==> config.mk <==
export PLATFORM = sky130hd
export DESIGN_NAME = board_ctrl
export DESIGN_NICKNAME = d
export VERILOG_FILES = /design/src/rtl/board_ctrl.sv
export SDC_FILE = /design/constraint.sdc
export NUM_CORES = 1
export LEC_CHECK = 0
export CAP_MARGIN = 0
export CORE_ASPECT_RATIO = 1.25
export CORE_MARGIN = 1
export CORE_UTILIZATION = 49
export DETAILED_ROUTE_END_ITERATION = 10
export PLACE_DENSITY = 0.8
export SLEW_MARGIN = 5
export SYNTH_ARGS = -nofsm -noshare
export SYNTH_HDL_FRONTEND = slang
export SYNTH_SLANG_ARGS = --single-unit
==> constraint.sdc <==
create_clock -name pclk -period 2.12 [get_ports pclk]
set_input_delay 0.212 -clock pclk [delete_from_list [all_inputs] [get_ports pclk]]
set_output_delay 0.212 -clock pclk [all_outputs]
set_load 0.03 [all_outputs]
==> src/rtl/board_ctrl.sv <==
// Tic-tac-toe game state: mouse clicks become board occupancy/colour, turn, win and draw flags.
// Click is decoded to a cell in one registered stage, then the FSM updates the board on the next edge.
module board_ctrl #(
  parameter int X0   = 262,
  parameter int Y0   = 134,
  parameter int CELL = 160,
  parameter int GAP  = 10
) (
  input  logic        pclk,
  input  logic        rst,
  input  logic [11:0] mouse_xpos,
  input  logic [11:0] mouse_ypos,
  input  logic        mouse_left,
  input  logic        start_en,
  input  logic        choice_en,
  output logic [8:0]  square1to9,
  output logic [8:0]  square1to9_color,
  output logic        turn,
  output logic        game_over,
  output logic [1:0]  winner,
  output logic [8:0]  win_mask
);
  localparam int PITCH = CELL + GAP;

  typedef enum logic [1:0] {IDLE, PLAY, CHECK, OVER} state_t;

  state_t     state_q, state_d;
  logic       btn_d_q, btn_d_d;
  logic       click_q, click_d;
  logic       cell_vld_q, cell_vld_d;
  logic [3:0] cell_idx_q, cell_idx_d;
  logic [8:0] square_q, square_d;
  logic [8:0] color_q, color_d;
  logic       turn_q, turn_d;
  logic       game_over_q, game_over_d;
  logic [1:0] winner_q, winner_d;
  logic [8:0] win_mask_q, win_mask_d;

  // 13-bit compare keeps base+CELL-1 from wrapping near the top of the 12-bit range.
  function automatic logic in_span(input logic [12:0] p, input int base);
    logic [12:0] lo;
    lo = 13'(base);
    return (p >= lo) && (p <= lo + 13'(CELL - 1));
  endfunction

  function automatic logic [8:0] line_mask(input int i);
    case (i)
      0:       line_mask = 9'h007;
      1:       line_mask = 9'h038;
      2:       line_mask = 9'h1C0;
      3:       line_mask = 9'h049;
      4:       line_mask = 9'h092;
      5:       line_mask = 9'h124;
      6:       line_mask = 9'h111;
      default: line_mask = 9'h054;
    endcase
  endfunction

  logic [2:0] col_hit, row_hit;
  logic [1:0] col, row;

  always_comb begin
    col_hit = '0;
    row_hit = '0;
    for (int i = 0; i < 3; i++) begin
      col_hit[i] = in_span({1'b0, mouse_xpos}, X0 + i * PITCH);
      row_hit[i] = in_span({1'b0, mouse_ypos}, Y0 + i * PITCH);
    end
    col = col_hit[2] ? 2'd2 : (col_hit[1] ? 2'd1 : 2'd0);
    row = row_hit[2] ? 2'd2 : (row_hit[1] ? 2'd1 : 2'd0);
    btn_d_d    = mouse_left;
    click_d    = mouse_left & ~btn_d_q;
    cell_vld_d = (|col_hit) & (|row_hit);
    cell_idx_d = cell_vld_d ? (4'(row) * 4'd3 + 4'(col)) : 4'd0;
  end

  logic       win_any, win_col;
  logic [8:0] win_m, line_m;

  always_comb begin
    win_any = 1'b0;
    win_col = 1'b0;
    win_m   = '0;
    line_m  = '0;
    for (int i = 0; i < 8; i++) begin
      line_m = line_mask(i);
      if ((square_q & line_m) == line_m &&
          ((color_q & line_m) == line_m || (color_q & line_m) == 9'h000)) begin
        win_any = 1'b1;
        win_col = ((color_q & line_m) == line_m);
        win_m   = win_m | line_m;
      end
    end
  end

  logic accept;
  assign accept = click_q & cell_vld_q & ~square_q[cell_idx_q];

  always_comb begin
    state_d     = state_q;
    square_d    = square_q;
    color_d     = color_q;
    turn_d      = turn_q;
    game_over_d = game_over_q;
    winner_d    = winner_q;
    win_mask_d  = win_mask_q;
    // Dropping start_en wins over any move landing on the same edge.
    if (!start_en) begin
      state_d     = IDLE;
      square_d    = '0;
      color_d     = '0;
      turn_d      = 1'b0;
      game_over_d = 1'b0;
      winner_d    = 2'b00;
      win_mask_d  = '0;
    end else begin
      case (state_q)
        IDLE: begin
          turn_d  = choice_en;
          state_d = PLAY;
        end
        PLAY: begin
          if (accept) begin
            square_d[cell_idx_q] = 1'b1;
            color_d[cell_idx_q]  = turn_q;
            turn_d               = ~turn_q;
            state_d              = CHECK;
          end
        end
        CHECK: begin
          if (win_any) begin
            winner_d    = win_col ? 2'b10 : 2'b01;
            win_mask_d  = win_m;
            game_over_d = 1'b1;
            state_d     = OVER;
          end else if (&square_q) begin
            winner_d    = 2'b11;
            game_over_d = 1'b1;
            state_d     = OVER;
          end else begin
            state_d = PLAY;
          end
        end
        default: state_d = OVER;
      endcase
    end
  end

  always_ff @(posedge pclk) begin
    if (rst) begin
      state_q     <= IDLE;
      btn_d_q     <= 1'b0;
      click_q     <= 1'b0;
      cell_vld_q  <= 1'b0;
      cell_idx_q  <= 4'd0;
      square_q    <= '0;
      color_q     <= '0;
      turn_q      <= 1'b0;
      game_over_q <= 1'b0;
      winner_q    <= 2'b00;
      win_mask_q  <= '0;
    end else begin
      state_q     <= state_d;
      btn_d_q     <= btn_d_d;
      click_q     <= click_d;
      cell_vld_q  <= cell_vld_d;
      cell_idx_q  <= cell_idx_d;
      square_q    <= square_d;
      color_q     <= color_d;
      turn_q      <= turn_d;
      game_over_q <= game_over_d;
      winner_q    <= winner_d;
      win_mask_q  <= win_mask_d;
    end
  end

  assign square1to9       = square_q;
  assign square1to9_color = color_q;
  assign turn             = turn_q;
  assign game_over        = game_over_q;
  assign winner           = winner_q;
  assign win_mask         = win_mask_q;
endmodule

# After elaboration in Yosys (flattened, before gate mapping)
# Index checks and enable logic that the tools add are counted.
# totals
register_bits	40
inputBits	29
elab_cells	143
# op_classes
add_sub_neg	1
n_mul	1
n_lt_le_gt_ge	14
n_eq_ne	19
n_mux	44
bitwise	10
n_reduce_logical	43
# ops
cell	count
logical NOT 9 bit	8
== test 3 bit, second input constant	16
>= comparator 12 x 9 -> 1 bit, second input constant	4
<= comparator 12 x 10 -> 1 bit, second input constant	3
<= comparator 12 x 9 -> 1 bit, second input constant	3
2-to-1 mux 9 bit	3
2-to-1 mux 1 bit	23
2-to-1 mux 2 bit	8
logical AND 1 bit	15
2-to-1 mux 7 bit	2
>= comparator 12 x 10 -> 1 bit, second input constant	1
>= comparator 12 x 8 -> 1 bit, second input constant	1
bitwise mux 9 bit	1
bitwise OR 9 bit	1
AND reduction 9 bit	1
logical OR 1 bit	8
2-to-1 mux 8 bit	1
AND reduction 2 bit	4
2-to-1 mux 6 bit	1
case mux 2 bit (3 select lines)	1
OR reduction 3 bit	2
< comparator 4 x 5 -> 1 bit, second input constant	1
inverter 1 bit	5
adder 4 x 2 -> 4 bit	1
other kinds (13)	18

# Longest topological paths before layout
# Gate-level depths: netlist (run 1).
# logic_depth
ltp_word	13
mapped_depth	8
mapped_depth_nobuf	8

# Worst setup path after synthesis (run 1)
# Ideal clock, no wire load.
# synth_path
path_kind	reg2reg
start	register color_q[6], in the netlist square1to9_color[6]
end	register winner_q[0], in the netlist winner[0]
arrival_time_ns	1.866
required_ns	2.004
slack_ns	0.138
stages_incl_launch_ff	8
path_buffers	1
synth_period_minus_slack_ns	1.982
cell_sequence	dfxtp_1 buf_6 or3_4 a21oi_4 nor4_2 a21oi_4 or3_1 o211a_1
# synth_between
elab_chain_len	11
word_cells_on_any_way	28
cone_classes	3 x eq/ne; 14 x mux; 11 x reduce/logical
# synth_rtl
element	line_no	text
start: declaration	33	logic [8:0] color_q, color_d;
start signal: assignment	169	color_q <= color_d;
logical NOT 9 bit or == test 3 bit (tied branches)	88, 90	
logical OR 1 bit	88	((color_q & line_m) == line_m || (color_q & line_m) == 9'h000)) begin
logical AND 1 bit	87	if ((square_q & line_m) == line_m &&
2-to-1 mux 1 bit (6 in a row)	87	
2-to-1 mux 2 bit or nonzero test 2 bit (tied branches)	n/a	
2-to-1 mux 2 bit or AND reduction 2 bit (tied branches)	n/a	
end signal: assignment	172	winner_q <= winner_d;
end: declaration	36	logic [1:0] winner_q, winner_d;
# Several ways; a longest one is shown, not always the timed one.
# A chain may end at the register's enable or synchronous reset.

# Final worst setup path (run 1)
# layout_path
start	input mouse_xpos[6]
end	register cell_idx_q[2]
# layout_between
elab_chain_len	6
word_cells_on_any_way	16
cone_classes	1 x add/sub; 6 x order compare; 2 x mux; 2 x bitwise; 5 x reduce/logical
# layout_rtl
element	line_no	text
start: declaration	11	input logic [11:0] mouse_xpos,
branches (longest 6 deep; another with >= comparator 12 x 9 -> 1 bit)	n/a	
end signal: assignment	167	cell_idx_q <= cell_idx_d;
end: declaration	31	logic [3:0] cell_idx_q, cell_idx_d;
# Parallel ways; which one is timed is not known.

==> metrics, run 1 <==
status complete, no violations; Mapped Nets 302; CORE AREA 0.00446 sq mm; vias in the first global route 2252; share of layout cells above drive strength 1 0.191; final antenna-violating net count 0; initial core utilization 0.515; htree depth 2; clock buffer depth 2; Tmin final 2090 ps; Leakage 1.19 nW; worst hold start btn_d_q; # diodes 0; port bufs 57; CP endpoint kind flop; Detailed Route Iter0 Violations 76; leading cell type in the layout, fill and taps excluded clkdlybuf4s50_1; CP Class input port to flop; Yosys warnings 0; ys flop type dfxtp_1; number of synthesized flops with an enable pin 0; Worst Clk Skew 15.6 ps; Total Wirelength 6010 um; initial antenna violation count 0; Crit Reg-Reg Endpoint winner[0]; Worst setup startpoint mouse_xpos[6]; Tcrit/Tclk final 0.986; Reg-to-Reg Start square1to9_color[0]; CTS clock-pin slew for the worst setup and hold paths 70 ps; top cells by area in the synthesized netlist dfxtp_1 35%, nand3_1 5.9%, nor2_1 4.4%; Placed Area 0.00305 sq mm; Row Count 27; routability congestion estimate 0.912; Fmax 0.478 GHz; Finished Cell Area 0.00322 sq mm; Synth top area share 0.349; first-pass GRT wire length 9940 um; Final Max Slew Viols 0; Worst slew margin 0.663; DR pass1 iterations 4; Global Route Usage Sum 0.256; Die Y 78.5 um; Post-CTS Hold Fix Bufs 0; DP Worst Slack -372 ps; Ports 60; drt wl/cell 14.7 um; Netlist cell types 54; Root Buffer clkbuf_8; Critical Path AT 2280 ps; die footprint 0.00497 sq mm; reg2reg path depth 6; Max-cap violations 0; nets 382; Worst Hold Margin 394 ps; Synth Cell Area 0.00230 sq mm; TritonCTS buffer count 5; Yosys reg bits 40; vias per inst 5.86; async set-reset flop share out of synthesis 0; Remaining Overflow, GRT 0; largest net degree at the start of global routing 23; final setup vio count 0; Layout Area Growth over Synthesis 40.3%; clock latency at the later pin of the worst-skew pair 300 ps; Final Hold Viols 0; DIE WIDTH 63.2 um; CP required 2310 ps; CP max FO 4; setup ws final 29.2 ps; Power per Cell Area 449 mW/mm^2; clk sinks 40; maximum vdd drop 0.370 mV; Yosys top cell by area dfxtp_1; non-filler cells, final 408; HP Class flop to flop; Placed Cells 399; Slew @ Worst Pin 501 ps; commonest cells after routing, fill and taps aside 48 x clkdlybuf4s50_1, 37 x dfxtp_1, 29 x buf_4, 27 x nand3_1, 27 x nor2_1; CP Launch Type input port; average size of a mapped cell 8.54 sq um; Synth Instances 269; crit path to cell_idx_q[2]; CTS tree yes; Final Core Density 0.723; Detail Placement HPWL 4610 um; sequential share of the synthesized area 0.349; DRC violations left 0; vias post-DR 2390; flop2flop setup slack 140 ps
Yosys cell counts (2+ instances only):
library cell / instances
nand2_1: 18
clkbuf_1: 5
a211oi_2: 2
nor2_1: 27
a21oi_2: 4
or3_1: 7
nand3_1: 27
o21a_1: 4
buf_6: 4
nor3b_1: 4
a21o_1: 3
o32ai_1: 2
or3_4: 2
dfxtp_1: 40
nor4_1: 3
o211ai_1: 3
nor2b_1: 6
nand4_1: 3
inv_1: 7
a211oi_1: 10
a21oi_4: 5
ha_1: 3
o21ai_0: 16
nand3b_1: 4
a211o_1: 2
a21oi_1: 12
nor3_1: 10
nand2b_1: 3
a311oi_1: 2
mux4_2: 2
buf_2: 2
and2_1: 5
final cells by class:
class	instances	area, sq um
multi-input combinational	209	1420
clock buffer	6	82.6
inverter	7	26.3
fill	376	1240
sequential	40	805
clock inverter	2	15.0
timing repair buffer	86	800
tap	58	72.6
critical path: stages:
cell	delay, ps
clkdlybuf4s50_1	540
o2111ai_2	170
nor2_1	220
a211oi_2	60
ha_1	300
ha_1	210
fa_1	420
and2_1	140
report_power, final:
group	total [W]	switching [W]	internal, W
combinational	0.000144	0.0000628	0.0000813
sequential	0.000762	0.00000671	0.000755
clock	0.000541	0.000278	0.000263
total	0.00145	0.000348	0.00110
per-stage QoR:
step	TNS [ps]	total power, W
5_1_grt	-19.5	0.00150
2_1_floorplan	0	0.000826
4_1_cts	0	0.00145
3_3_place_gp	-653	0.000914
6_report	0	0.00145
3_5_place_dp	-945	0.000919
logic make-up after synthesis:
logic type,synth area share
buf+inv,0.0529
mux,0.0240
compound gates,0.257
flops,0.349
fa+ha+maj,0.0251
simple gates,0.292
worst min-delay path by stage:
stage | cells after the start | slack, ps | endpoint
after floorplan | 1 | 290 | btn_d_q
after CTS | 1 | 400 | click_q
after detailed placement | 1 | 370 | click_q
after global placement | 1 | 370 | click_q
final | 1 | 390 | click_q
after global routing | 1 | 410 | click_q
timing repair:
action | 4_1_cts | 5_1_grt
endpoints found under the setup margin | 2 | 9
pin swaps | 0 | 8
buffers inserted | 0 | 1
gates resized for setup | 6 | 15
gates cloned | 0 | 0
registers in the layout (all words and copies together) (netlist names):
register / cells
square1to9: 9
square1to9_color: 9
win_mask: 9
cell_idx_q: 4
state_q: 2
winner: 2
btn_d_q: 1
cell_vld_q: 1
click_q: 1
game_over: 1
turn: 1
routing by layer:
| layer | vias to the layer above | routed length (um) | GRT usage |
|---|---|---|---|
| li1 | 1166 | - | - |
| met4 | 0 | 205 | 0.173 |
| met1 | 1109 | 2280 | 0.270 |
| met2 | 97 | 3220 | 0.458 |
| met3 | 18 | 295 | 0.0436 |
| met5 | - | 0 | 0 |
(Power assumes the default switching activity.)
==> run 2: changes to the inputs <==
--- a/config.mk
+++ b/config.mk
@@ -6,11 +6,12 @@
 export NUM_CORES = 1
 export LEC_CHECK = 0
 export CAP_MARGIN = 0
-export CORE_ASPECT_RATIO = 1.25
+export CORE_ASPECT_RATIO = 2
 export CORE_MARGIN = 1
-export CORE_UTILIZATION = 49
+export CORE_UTILIZATION = 55
 export DETAILED_ROUTE_END_ITERATION = 10
-export PLACE_DENSITY = 0.8
+export DONT_BUFFER_PORTS = 1
+export PLACE_DENSITY = 0.7
 export SLEW_MARGIN = 5
 export SYNTH_ARGS = -nofsm -noshare
 export SYNTH_HDL_FRONTEND = slang
==> run 2 against run 1 <==
Compared with the run above:
- count of clock-buffer cells in the layout increased by 1
- clock power about the same
- critical path depth unchanged
- hold slack got worse by 320 ps
- sequential share of layout area increased by 5.7 points
- fmax increased by 1.9%
- wire length increased by 1.8%
- worst setup slack improved by 39 ps
- die area decreased by 10%
- sequential cell count unchanged
- cell area decreased by 19%
- first-iteration DRC count decreased by 41%
- critical path type is now flop to flop
- critical endpoint is now win_mask[8]
- largest cell class unchanged
- highest routed layer unchanged
==> metrics, run 2 (same netlist as run 1, synthesis figures left out) <==
maximum vdd drop 0.432 mV (was 0.370 mV); clock buffer depth 2 (unchanged); Die Y 93.4 um (was 78.5 um); port bufs 0 (was 57); Placed Area 0.00248 sq mm (was 0.00305 sq mm); Global Route Usage Sum 0.302 (was 0.256); routability congestion estimate 0.920 (was 0.912); Crit Reg-Reg Endpoint win_mask[8] (was winner[0]); DR pass1 iterations 4 (unchanged); Fillers 373 (was 376); footprint of the multi-input gates 0.00138 sq mm (was 0.00142 sq mm); final antenna-violating net count 0 (unchanged); CP required 2320 ps (was 2310 ps); Final Max Slew Viols 0 (unchanged); CP max FO 8 (was 4); die footprint 0.00445 sq mm (was 0.00497 sq mm); Detailed Route Iter0 Violations 45 (was 76); initial core utilization 0.585 (was 0.515); M2 GR Usage 0.556 (was 0.458); Reg-to-Reg Start square1to9_color[8] (was square1to9_color[0]); DP Worst Slack 29.4 ps (was -372 ps); Critical Path AT 2250 ps (was 2280 ps); Worst slew margin 0.437 (was 0.663); Ports 60 (unchanged); Row Count 32 (was 27); Most Used Layer, Global Route met2 (unchanged); CTS tree yes (unchanged); largest net degree at the start of global routing 23 (unchanged); worst hold start mouse_left (was btn_d_q); CTS clock-pin slew for the worst setup and hold paths 80 ps (was 70 ps); Power per Cell Area 519 mW/mm^2 (was 449 mW/mm^2); clk sinks 40 (unchanged); Slew @ Worst Pin 844 ps (was 501 ps); flop2flop setup slack 70 ps (was 140 ps); Finished Cell Area 0.00263 sq mm (was 0.00322 sq mm); vias per inst 6.29 (was 5.86); Max-cap violations 0 (unchanged); Final Hold Viols 0 (unchanged); clock latency at the later pin of the worst-skew pair 300 ps (about the same); htree depth 2 (unchanged); M3 GR Usage 0.102 (was 0.0436); leading cell type in the layout, fill and taps excluded dfxtp_1 (was clkdlybuf4s50_1); met1 usage 0.265 (was 0.270); commonest cells after routing, fill and taps aside 37 x dfxtp_1, 30 x buf_4, 27 x nand3_1, 27 x nor2_1, 18 x nand2_1 (was 48 x clkdlybuf4s50_1, 37 x dfxtp_1, 29 x buf_4, 27 x nand3_1, 27 x nor2_1); status complete, no violations (unchanged); DIE WIDTH 47.7 um (was 63.2 um); Remaining Overflow, GRT 0 (unchanged); vias in the first global route 2062 (was 2252); CORE AREA 0.00392 sq mm (was 0.00446 sq mm); TritonCTS buffer count 5 (unchanged); reg2reg path depth 8 (was 6); CP endpoint kind flop (unchanged); Worst Clk Skew 5.34 ps (was 15.6 ps); initial antenna violation count 0 (unchanged); Leakage 0.946 nW (was 1.19 nW); # diodes 0 (unchanged); setup TNS 0 ps (unchanged); Tcrit/Tclk final 0.968 (was 0.986); total power 0.00136 W (was 0.00145 W); Detail Placement HPWL 4620 um (was 4610 um); Hold EP btn_d_q (was click_q); share of layout cells above drive strength 1 0.206 (was 0.191); Layout Area Growth over Synthesis 14.3% (was 40.3%); nets 328 (was 382); Total Wirelength 6120 um (was 6010 um); hold path depth 1 (unchanged); Final Core Density 0.669 (was 0.723); first-pass GRT wire length 9380 um (was 9940 um); final setup vio count 0 (unchanged); drt wl/cell 17.6 um (was 14.7 um); Fmax 0.487 GHz (was 0.478 GHz); Tmin final 2050 ps (was 2090 ps); CP Class flop to flop (was input port to flop); CP Launch Type flop (was input port); Root Buffer clkbuf_8 (unchanged); register area 805 sq um (unchanged); DRC violations left 0 (unchanged); vias post-DR 2182 (was 2390); setup ws final 68.3 ps (was 29.2 ps); HP Class input port to flop (was flop to flop)
[run 2: through the flow]
stage	hold WS, ps	instances
2_1_floorplan	291	269
3_3_place_gp	293	334
3_5_place_dp	295	334
4_1_cts	66.4	343
5_1_grt	61.5	347
6_report	69.7	347
[run 2: where the power goes]
part	leakage [nW]	internal (W)	total, W	switching (W)
Combinational	0.577	0.0000231	0.0000558	0.0000327
Sequential	0.325	0.000755	0.000763	0.00000843
Clock	0.0445	0.000265	0.000542	0.000278
Total	0.946	0.00104	0.00136	0.000319
[run 2: per-layer routing]
layer  wire length [um]  up-vias
met5                  0        -
met4                109        0
met3                257        8
met2               3630       65
met1               2120     1051
li1                   -     1058
[run 2: how the worst max path moves through the flow]
stage                        start       endpoint  cells past startpoint
2_1_floorplan  square1to9_color[6]      winner[0]                      7
3_3_place_gp         mouse_ypos[2]  cell_idx_q[2]                      8
3_5_place_dp         mouse_ypos[2]  cell_idx_q[2]                      8
4_1_cts        square1to9_color[6]      winner[0]                      6
5_1_grt        square1to9_color[8]    win_mask[8]                      8
6_report       square1to9_color[8]    win_mask[8]                      8
[run 2: layout make-up]
cell class,instances,share of cell area
Tap cell,51,0.0243
Multi-Input combinational cell,209,0.526
Clock inverter,1,0.00286
Inverter,7,0.0100
Clock buffer,7,0.0329
Timing Repair Buffer,32,0.0972
Sequential cell,40,0.306
[run 2: critical path: stages, from the launching register on]
cell and delay (ps):
dfxtp_2 370, or3_1 430, a21oi_4 220, nor4_4 70, buf_4 160, a21oi_4 250, buf_4 170, nor2_1 40
a211oi_1 230
[run 2: repair_timing]
action	in CTS	in global routing
endpoints found under the hold margin	2	0
buffers inserted	0	4
endpoints found under the setup margin	0	4
gates resized for setup	0	4
hold buffers	1	0
